File: src/rtl/div_pkg.sv
// div_pkg: shared state encoding, sizing constants and two's-complement helpers for div_unit.
package div_pkg;
  localparam int DIV_WIDTH = 32;
  localparam int DIV_CNT_W = 6;
  localparam int DIV_LATENCY = 34;
  typedef enum logic [1:0] {IDLE, RUN, FIX, DONE} div_state_t;
  function automatic logic [DIV_WIDTH-1:0] neg_w(input logic [DIV_WIDTH-1:0] x);
    return '0 - x;
  endfunction
  function automatic logic [DIV_WIDTH-1:0] abs_w(input logic [DIV_WIDTH-1:0] x);
    return x[DIV_WIDTH-1] ? neg_w(x) : x;
  endfunction
endpackage

File: src/rtl/div_unit.sv
// div_unit: sequential signed restoring divider (MIPS div), one quotient bit per clock.
module div_unit
  import div_pkg::*;
#(
  parameter int WIDTH = DIV_WIDTH
) (
  input  logic             Clk,
  input  logic             Reset,
  input  logic             DivControl,
  input  logic [WIDTH-1:0] DivA,
  input  logic [WIDTH-1:0] DivB,
  output logic [WIDTH-1:0] Hi,
  output logic [WIDTH-1:0] Lo,
  output logic             DivZero,
  output logic             Busy,
  output logic             out
);
  localparam int CW = $clog2(WIDTH) + 1;
  div_state_t state_q, state_d;
  logic [WIDTH-1:0] rem_q, rem_d, quo_q, quo_d, dvs_q, dvs_d, hi_q, hi_d, lo_q, lo_d;
  logic sa_q, sa_d, sb_q, sb_d, dz_q, dz_d;
  logic [CW-1:0] cnt_q, cnt_d;
  logic [WIDTH:0] rem_x, trial;
  always_comb begin
    state_d = state_q;
    rem_d = rem_q;
    quo_d = quo_q;
    dvs_d = dvs_q;
    sa_d = sa_q;
    sb_d = sb_q;
    cnt_d = cnt_q;
    hi_d = hi_q;
    lo_d = lo_q;
    dz_d = dz_q;
    // the bit shifted out of rem takes part in the trial, so rem never overflows for divisors >= 2^(W-1)
    rem_x = {rem_q, quo_q[WIDTH-1]};
    trial = rem_x - {1'b0, dvs_q};
    case (state_q)
      IDLE: if (DivControl) begin
        if (DivB == '0) begin
          dz_d = 1'b1;
          state_d = DONE;
        end else begin
          dz_d = 1'b0;
          dvs_d = abs_w(DivB);
          quo_d = abs_w(DivA);
          sa_d = DivA[WIDTH-1];
          sb_d = DivB[WIDTH-1];
          rem_d = '0;
          cnt_d = '0;
          state_d = RUN;
        end
      end
      RUN: begin
        rem_d = trial[WIDTH] ? rem_x[WIDTH-1:0] : trial[WIDTH-1:0];
        quo_d = {quo_q[WIDTH-2:0], ~trial[WIDTH]};
        cnt_d = cnt_q + CW'(1);
        state_d = (cnt_q == CW'(WIDTH - 1)) ? FIX : RUN;
      end
      FIX: begin
        lo_d = (sa_q ^ sb_q) ? neg_w(quo_q) : quo_q;
        hi_d = sa_q ? neg_w(rem_q) : rem_q;
        state_d = DONE;
      end
      DONE: state_d = IDLE;
      default: state_d = IDLE;
    endcase
  end
  always_ff @(posedge Clk or negedge Reset) begin
    if (!Reset) begin
      state_q <= IDLE;
      rem_q <= '0;
      quo_q <= '0;
      dvs_q <= '0;
      sa_q <= 1'b0;
      sb_q <= 1'b0;
      cnt_q <= '0;
      hi_q <= '0;
      lo_q <= '0;
      dz_q <= 1'b0;
    end else begin
      state_q <= state_d;
      rem_q <= rem_d;
      quo_q <= quo_d;
      dvs_q <= dvs_d;
      sa_q <= sa_d;
      sb_q <= sb_d;
      cnt_q <= cnt_d;
      hi_q <= hi_d;
      lo_q <= lo_d;
      dz_q <= dz_d;
    end
  end
  assign Hi = hi_q;
  assign Lo = lo_q;
  assign DivZero = dz_q;
  assign Busy = state_q != IDLE;
  assign out = state_q == DONE;
endmodule
File: config.mk
export PLATFORM = sky130hd
export DESIGN_NAME = div_unit
export DESIGN_NICKNAME = d
export VERILOG_FILES = /design/src/rtl/div_pkg.sv /design/src/rtl/div_unit.sv
export SDC_FILE = /design/constraint.sdc
export NUM_CORES = 1
export LEC_CHECK = 0
export CAP_MARGIN = 0
export CORE_ASPECT_RATIO = 1.75
export CORE_MARGIN = 8
export CORE_UTILIZATION = 61
export DETAILED_ROUTE_END_ITERATION = 16
export PLACE_DENSITY_LB_ADDON = 0.15
export SLEW_MARGIN = 30
export SYNTH_ARGS = -nofsm -noshare
export SYNTH_HDL_FRONTEND = slang
export SYNTH_SLANG_ARGS = --single-unit
File: constraint.sdc
create_clock -name Clk -period 5.7 [get_ports Clk]
set_input_delay 1.14 -clock Clk [delete_from_list [all_inputs] [get_ports Clk]]
set_output_delay 1.14 -clock Clk [all_outputs]
set_load 0.005 [all_outputs]
## Yosys cells after proc, flatten, opt, wreduce, memory -nomap -nowiden

Index checks and enable logic that the tools add are counted.

- Bitwise operators: 3
- Muxes and demuxes: 19
- Reduce and logical (&&, ||, !) cells: 7
- Equality and inequality tests: 6
- Add/subtract/negate cells: 6

Operators by type and width:

| operator | number |
|---|---|
| $mux 32 | 9 |
| $pmux 32 s2 | 2 |
| $sub 1x32->32 const A | 4 |
| $sub 33x32->33 | 1 |
| $logic_not 32->1 | 1 |
| $mux 6 | 2 |
| $pmux 6 s2 | 1 |
| $pmux 2 s4 | 1 |
| $add 6x1->6 const B | 1 |
| $eq 6x5->1 const B | 1 |
| $mux 2 | 3 |
| $reduce_and 3->1 | 2 |
| $eq 2x2->1 const B | 2 |
| $ne 2x2->1 const B | 2 |
| $reduce_bool 2->1 | 2 |
| $eq 2x1->1 const B | 1 |
| $logic_not 2->1 | 1 |
| $not 1->1 | 2 |
| $reduce_and 2->1 | 1 |
| $mux 1 | 1 |
| $xor 1x1->1 | 1 |

- Register bits: 171
- Logic and storage cells: 51
- Output and inout port bits: 67

## Longest topological paths before layout

Gate-level depths: netlist of run 1.

- Word-level depth: 5
- Gate-level depth with buffers: 14

## Worst setup path before layout of run 1

OpenSTA, ideal clock, no wires.

- Kind: input to register
- From: in DivB[10]
- To: reg dvs_q[13]
- Arrival time: 3.446 ns
- Cell stages on the path: 9
- Setup time: 0.130 ns
- Buffers on the path: 2
- Path slack: 2.124 ns
- Cells stage by stage: or4_4 or4_1 or3_4 or3_4 and3_1 buf_2 buf_2 nand2_1 o21ai_0

- Word-level cells in the longest chain between the ends: 3
- Elaborated cells on any way between the ends: 5

RTL lines:

| element | line | RTL |
|---|---|---|
| start, declared | div_unit.sv:11 | `input logic [WIDTH-1:0] DivB,` |
| branches (longest 3 deep; another with $sub 1x32->32) | n/a |  |
| end signal, assigned | div_unit.sv:85 | `dvs_q <= dvs_d;` |
| end, declared | div_unit.sv:20 | `logic [WIDTH-1:0] rem_q, rem_d, quo_q, quo_d, dvs_q, dvs_d, hi_q, hi_d, lo_q, lo_d;` |

Several ways; the timed one is not identified.
A chain may end at the register's enable or synchronous reset.

## Worst setup path after layout of run 1

- From: in DivB[10]
- To: reg quo_q[28]

- Word-level cells in the longest chain between the ends: 3

RTL lines:

| element | line | RTL |
|---|---|---|
| $logic_not 32->1 | div_unit.sv:40 | `if (DivB == '0) begin` |
| $ne 2x2->1 (no line) | n/a |  |
| $reduce_and 3->1 (no line) | n/a |  |
| end signal, assigned | div_unit.sv:84 | `quo_q <= quo_d;` |
| end, declared | div_unit.sv:20 |  |

No other way between the ends.

==> flow_summary_export.csv, run 1 <==
group,metric,value,unit
detailed_routing,wl_per_cell,17.2,um
place,hpwl,21800,um
synth,synthSimpleGateAreaFrac,17.0,%
sta,period_share,71.4,%
detailed_routing,ant_nets,0,
worst_setup_path,critPathCapture,"quo_q[28]",
layout,area_growth,18.1,%
clock_tree,clockBufferDepth,2,
clock_tree,cts_resized,0,
power,power_leakage,5.62,nW
layout,ff_latch_area,4280,um2
sta,fmax,246,MHz
layout,final_nets,1520,
floorplan,row_count,65,
synth,synth_area,11100,um2
global_route,grt_pass1_wl,47600,um
detailed_routing,wirelength,28600,um
floorplan,start_util,62.0,%
clock_tree,cts_made_buffers,17,
sta,finalCriticalPeriod,4.07,ns
clock_tree,path_clk_slew,0.07,ns
layout,diodes,0,
synth,synthAdderAreaFrac,4.36,%
clock_tree,cts_tree,"built",
clock_tree,ctsHoldBuffers,0,
synth,synthCells,1321,
worst_setup_path,cp_max_fo,90,
sta,skew,0.0129,ns
layout,n_fill_cell,1403,
worst_setup_path,slowest_delay,0.60,ns
clock_tree,cts_max_level,4,
clock_tree,root_buffer,"clkbuf_16",
synth,synthFlopType,"dfrtp_1",
synth,synth-async-reset-ratio,100,%
sta,rsz0062_at_grt,"no",
worst_setup_path,worst-r2r-cell-count,13,
global_route,grt_usage,25.1,%
run,max_cap_viol_count,0,
layout,final_layout_size_suffix_gt1_share,4.48,%
detailed_routing,vias_per_cell,5.90,
synth,synth_compound_area_share,20.9,%
detailed_routing,remaining_drc_errors,0,
synth,synthMuxAreaShare,2.26,%
synth,synth_xor_area_share,11.9,%
worst_setup_path,crit_start,"DivB[10]",
synth,synth_cell_types,58,
floorplan,core,17900,um2
worst_setup_path,critical_path_class,"primary input to register",
detailed_routing,vias,9800,
synth,synth.net_count,1426,
sta,worstMarginPinSlew,0.863,ns
synth,synth_edf_count,0,
synth,ys_warn_count,0,
power,vdd_drop_max,344,uV
detailed_routing,dr.pass1.iters,5,
global_route,grt_pass1_vias,9804,
floorplan,dieArea,22900,um2
worst_setup_path,crit_path_start_kind,"primary input",
worst_setup_path,cp-end-kind,"register",
worst_setup_path,cp.arrival,4.35,ns
floorplan,die_y,194,um
global_route,antenna_found_initial,0,
clock_tree,post_cts_buffers,0,
worst_setup_path,required,5.98,ns
place,io_buffer_count,133,
layout,multi_input_area,6280,um2
synth,synth_top_family_by_area,"compound AO/OA/AOI/OAI gates",
global_route,grt_overflow,0,
synth,seq_area_frac_synth,38.6,%
floorplan,die_w,118,um
worst_setup_path,cp_common_cell,"or3_4",
worst_setup_path,rr_endpoint,"quo_q[0]",
detailed_routing,first_iter_violations,649,
worst_setup_path,reg2reg_from,"quo_q[31]",
worst_setup_path,crit_chain,"clkdlybuf4s50_1, or4_4, or4_1, or3_4, or3_4, a21oi_2, or2_2, buf_12, o21ai_0",
sta,finalSetupViolCount,0,
sta,slew_violations,0,
power,cellPowerDensity,601,nW/um2
sta,finalSetupTns,0,ns
clock_tree,numClockSinks,171,
floorplan,io_pins,134,
sta,hold_ws,0.477,ns
min_path,hp-class,"register to register",
clock_tree,clkLatencyLatePin,0.43,ns
min_path,min_path_cells,2,
run_status,status,"completed",
global_route,grt_max_degree,109,
sta,finalHoldViolCount,0,
synth,syn_avg_cell_area,8.39,um2
synth,ys_ff_latch,171,
worst_setup_path,cp_slowest_cell,"or4_4",
sta,relSlewSlack,42.0,%
worst_setup_path,r2r_slack,1.76,ns
place,routabilityCongestion,0.948,
## kinds of logic (layout without fill, tap and decap cells)
kind of cell	after synthesis	in the layout
simple gates	411	411
flops	171	171
buf+inv	127	234
compound gates	398	398
xor+xnor	151	151
mux	25	25
fa+ha+maj	38	38
## cell usage in the layout (no fill, tap or decap), types with 56 or more instances in the layout
cell type	instances
dfrtp_1	171
xor2_1	86
nand2_1	205
clkdlybuf4s50_1	131
inv_1	56
o21ai_0	182
a21oi_1	67
nor2_1	70
xnor2_1	65
## Yosys cell counts (all sizes together), types with 16 or more instances
library cell  count  area, um2
o21ai           219       1100
nand2           205        769
dfrtp           171       4280
xor2             86        753
nor2             70        263
a21oi            68        344
xnor2            65        569
inv              56        210
clkbuf           52        195
ha               37        463
o31ai            31        238
or3              26        173
mux2i            25        250
nor3             24        120
buf              19        149
nand2b           16        100
## registers in the layout, indices dropped and copies added (netlist names)
| register | count |
|---|---|
| sa_q | 1 |
| sb_q | 1 |
| dvs_q | 32 |
| Lo | 32 |
| rem_q | 32 |
| quo_q | 32 |
| Hi | 32 |
| state_q | 2 |
| DivZero | 1 |
| cnt_q | 6 |
## layer usage
layer	track usage (%)	vias to the layer above	share of wire (%)
met5	0	-	0
met3	4.12	77	4.1
li1	-	4818	-
met2	47.4	296	54
met4	12.6	0	3.9
met1	26.1	4609	38
## area by class of cell
class / instances / share of cell area [%]
Clock buffer: 19 / 3.46
Tap cell: 234 / 2.24
Timing Repair Buffer: 146 / 11.0
Sequential cell: 171 / 32.7
Clock inverter: 13 / 1.07
Multi-Input combinational cell: 1023 / 48.0
Inverter: 56 / 1.61
## worst min-delay path by stage
stage,from,end
after floorplan,dvs_q[24],dvs_q[24]
after global routing,Lo[9],Lo[9]
after detailed placement,Lo[9],Lo[9]
after global placement,Lo[17],Lo[17]
after CTS,Hi[6],Hi[6]
final,Lo[24],Lo[24]
## report_power, final
part	leakage, nW	internal (mW)	switching (mW)
clock network	0.294	0.672	0.498
registers	1.97	1.72	0.562
logic	3.36	2.01	2.40
## per-stage QoR
stage,area (um2),utilization [%],total power [mW],instances,worst slack (ns)
after floorplan,11100,-,5.35,1321,2.12
after global placement,12500,69.8,6.52,1630,1.31
after detailed placement,12500,69.8,6.66,1630,1.23
after CTS,13100,73.2,7.86,1662,1.67
after global routing,13100,73.2,8.47,1662,1.32
final,13100,73.2,7.87,1662,1.63
## critical path, delay by kind of cell
| kind | cells | cell delay, ns |
|---|---|---|
| AND/OR/NAND/NOR | 5 | 2.00 |
| AO/OA/AOI/OAI | 2 | 0.35 |
| buffers and inverters | 2 | 0.79 |
(Power assumes the default switching activity.)
==> run 2: changes to the inputs <==
--- a/config.mk
+++ b/config.mk
@@ -8,7 +8,7 @@
 export CAP_MARGIN = 0
 export CORE_ASPECT_RATIO = 1.75
 export CORE_MARGIN = 8
-export CORE_UTILIZATION = 61
+export CORE_UTILIZATION = 52
 export DETAILED_ROUTE_END_ITERATION = 16
 export PLACE_DENSITY_LB_ADDON = 0.15
 export SLEW_MARGIN = 30
==> constraint.sdc (replaced) <==
create_clock -name Clk -period 3.5 [get_ports Clk]
set_input_delay 0.7 -clock Clk [delete_from_list [all_inputs] [get_ports Clk]]
set_output_delay 0.7 -clock Clk [all_outputs]
set_load 0.005 [all_outputs]
==> flow_summary_export.csv, run 2 (synthesis gave the netlist of run 1 again) <==
group,metric,value,unit
global_route,antenna_found_initial,0,
detailed_routing,remaining_drc_errors,0,
power,finalPower,13.5,mW
place,hpwl,22500,um
floorplan,io_pins,134,
sta,relSlewSlack,39.1,%
layout,final_layout_size_suffix_gt1_share,9.50,%
clock_tree,path_clk_slew,0.07,ns
place,postPlaceCellArea,13200,um2
clock_tree,cts_made_buffers,17,
sta,finalSetupViolCount,0,
sta,worstMarginPinSlew,0.912,ns
power,power_leakage,6.02,nW
detailed_routing,vias,9910,
power,vdd_drop_max,405,uV
floorplan,row_count,70,
sta,skew,0.00955,ns
global_route,grt_pass1_vias,9984,
worst_setup_path,critical_path_class,"register to register",
global_route,grt_pass1_wl,48100,um
layout,area_growth,24.9,%
worst_setup_path,cp-end-kind,"register",
clock_tree,clockBufferDepth,2,
sta,fmax,296,MHz
detailed_routing,ant_nets,0,
place,dp_slack,-0.215,ns
layout,finish.utilization,66.1,%
layout,multi_input_area,6300,um2
clock_tree,root_buffer,"clkbuf_16",
worst_setup_path,required,3.81,ns
layout,ff_latch_area,4280,um2
sta,finalSetupTns,0,ns
min_path,hp-class,"primary input to asynchronous set/reset pin",
floorplan,dieArea,26400,um2
worst_setup_path,cp_slowest_cell,"or3_1",
run,max_cap_viol_count,0,
floorplan,core,20900,um2
detailed_routing,wl_per_cell,16.5,um
clock_tree,clkLatencyLatePin,0.43,ns
detailed_routing,first_iter_violations,560,
worst_setup_path,cp_max_fo,12,
global_route,grt_usage,22.3,%
global_route,grt_overflow,0,
sta,slew_violations,0,
layout,diodes,0,
clock_tree,numClockSinks,171,
sta,period_share,96.5,%
run_status,status,"completed",
floorplan,start_util,53.0,%
layout,layout_common_cells,"nand2_1 (205), o21ai_0 (182), dfrtp_1 (171)",
worst_setup_path,crit_chain,"inv_1, ha_1, fa_2, nor2b_2, o2111ai_1, and3_4, nor4_2, buf_4, or2_2, a21oi_1, or3_1, buf_12, mux2i_1, a22o_1",
floorplan,die_y,209,um
layout,final_nets,1598,
global_route,grt_max_degree,81,
layout,n_fill_cell,1778,
layout,finalInstanceArea,13800,um2
sta,finalCriticalPeriod,3.38,ns
clock_tree,cts_max_level,4,
layout,final_common_cell,"nand2_1",
worst_setup_path,slowest_delay,0.43,ns
place,routabilityCongestion,0.895,
detailed_routing,vias_per_cell,5.64,
worst_setup_path,cp.arrival,3.69,ns
power,cellPowerDensity,978,nW/um2
detailed_routing,dr.pass1.iters,8,
detailed_routing,wirelength,29000,um
place,io_buffer_count,133,
clock_tree,cts_tree,"built",
sta,finalHoldViolCount,0,
sta,setup_ws,0.122,ns
worst_setup_path,crit_path_start_kind,"register",
floorplan,die_w,126,um
-- run 2: cell types whose count changed in the layout (fill, tap and decap cells not counted), moves of 2 or more --
cell / change
buf_12: +9
buf_4: +69
clkbuf_1: +3
clkbuf_8: -2
clkinv_2: -3
clkinvlp_4: +2
inv_6: -3
-- run 2: metrics by stage --
step,hold slack [ns],std cells
3_3_place_gp,0.460,1719
5_1_grt,0.331,1757
4_1_cts,0.297,1750
3_5_place_dp,0.469,1719
6_report,0.280,1757
2_1_floorplan,0.404,1321
-- run 2: repair_timing --
item	CTS	global route
buffers inserted	0	7
hold buffers	0	0
endpoints found under the setup margin	0	33
gates resized for setup	0	6
-- run 2: worst max-delay path, delay by kind of cell (launching register included) --
kind | cells | cell delay (ns)
and+or+nand+nor | 5 | 1.22
adders and majority gates | 2 | 0.61
muxes | 1 | 0.13
AOI/OAI and AO/OA | 3 | 0.50
DFF | 1 | 0.39
buffers and inverters | 3 | 0.43
-- run 2: final timing paths --
path / slack (ns) / from / end / cells past startpoint
setup / recovery: 0.12 / quo_q[31] / rem_q[0] / 14
hold / removal: 0.28 / Reset / Lo[25] / 1
setup reg to reg: 0.12 / quo_q[31] / rem_q[0] / 14
hold reg to reg: 0.48 / Hi[3] / Hi[3] / 2
max in group asynchronous: 2.41 / Reset / quo_q[6] / 2
min in group Clk: 0.48 / Hi[3] / Hi[3] / 2
-- run 2: layout make-up --
type	instances	share of cell area [%]
multi-input cells	1023	45.5
flip-flops and latches	171	30.9
repair buffers	224	15.5
clock buffers	21	3.25
well taps	252	2.28
inverters	56	1.52
clock inverters	10	1.04
-- run 2: power by group --
group	switching (mW)	internal (mW)	total [mW]
Clock	0.790	1.14	1.93
Sequential	0.791	2.80	3.59
Combinational	4.13	3.88	8.01
Total	5.71	7.82	13.5
-- run 2: metal layers --
layer  GRT usage (%)  routed length [um]
met2            42.4               15700
met5               0                   0
met3            3.49                 966
met4            9.80                1010
met1            23.4               11300
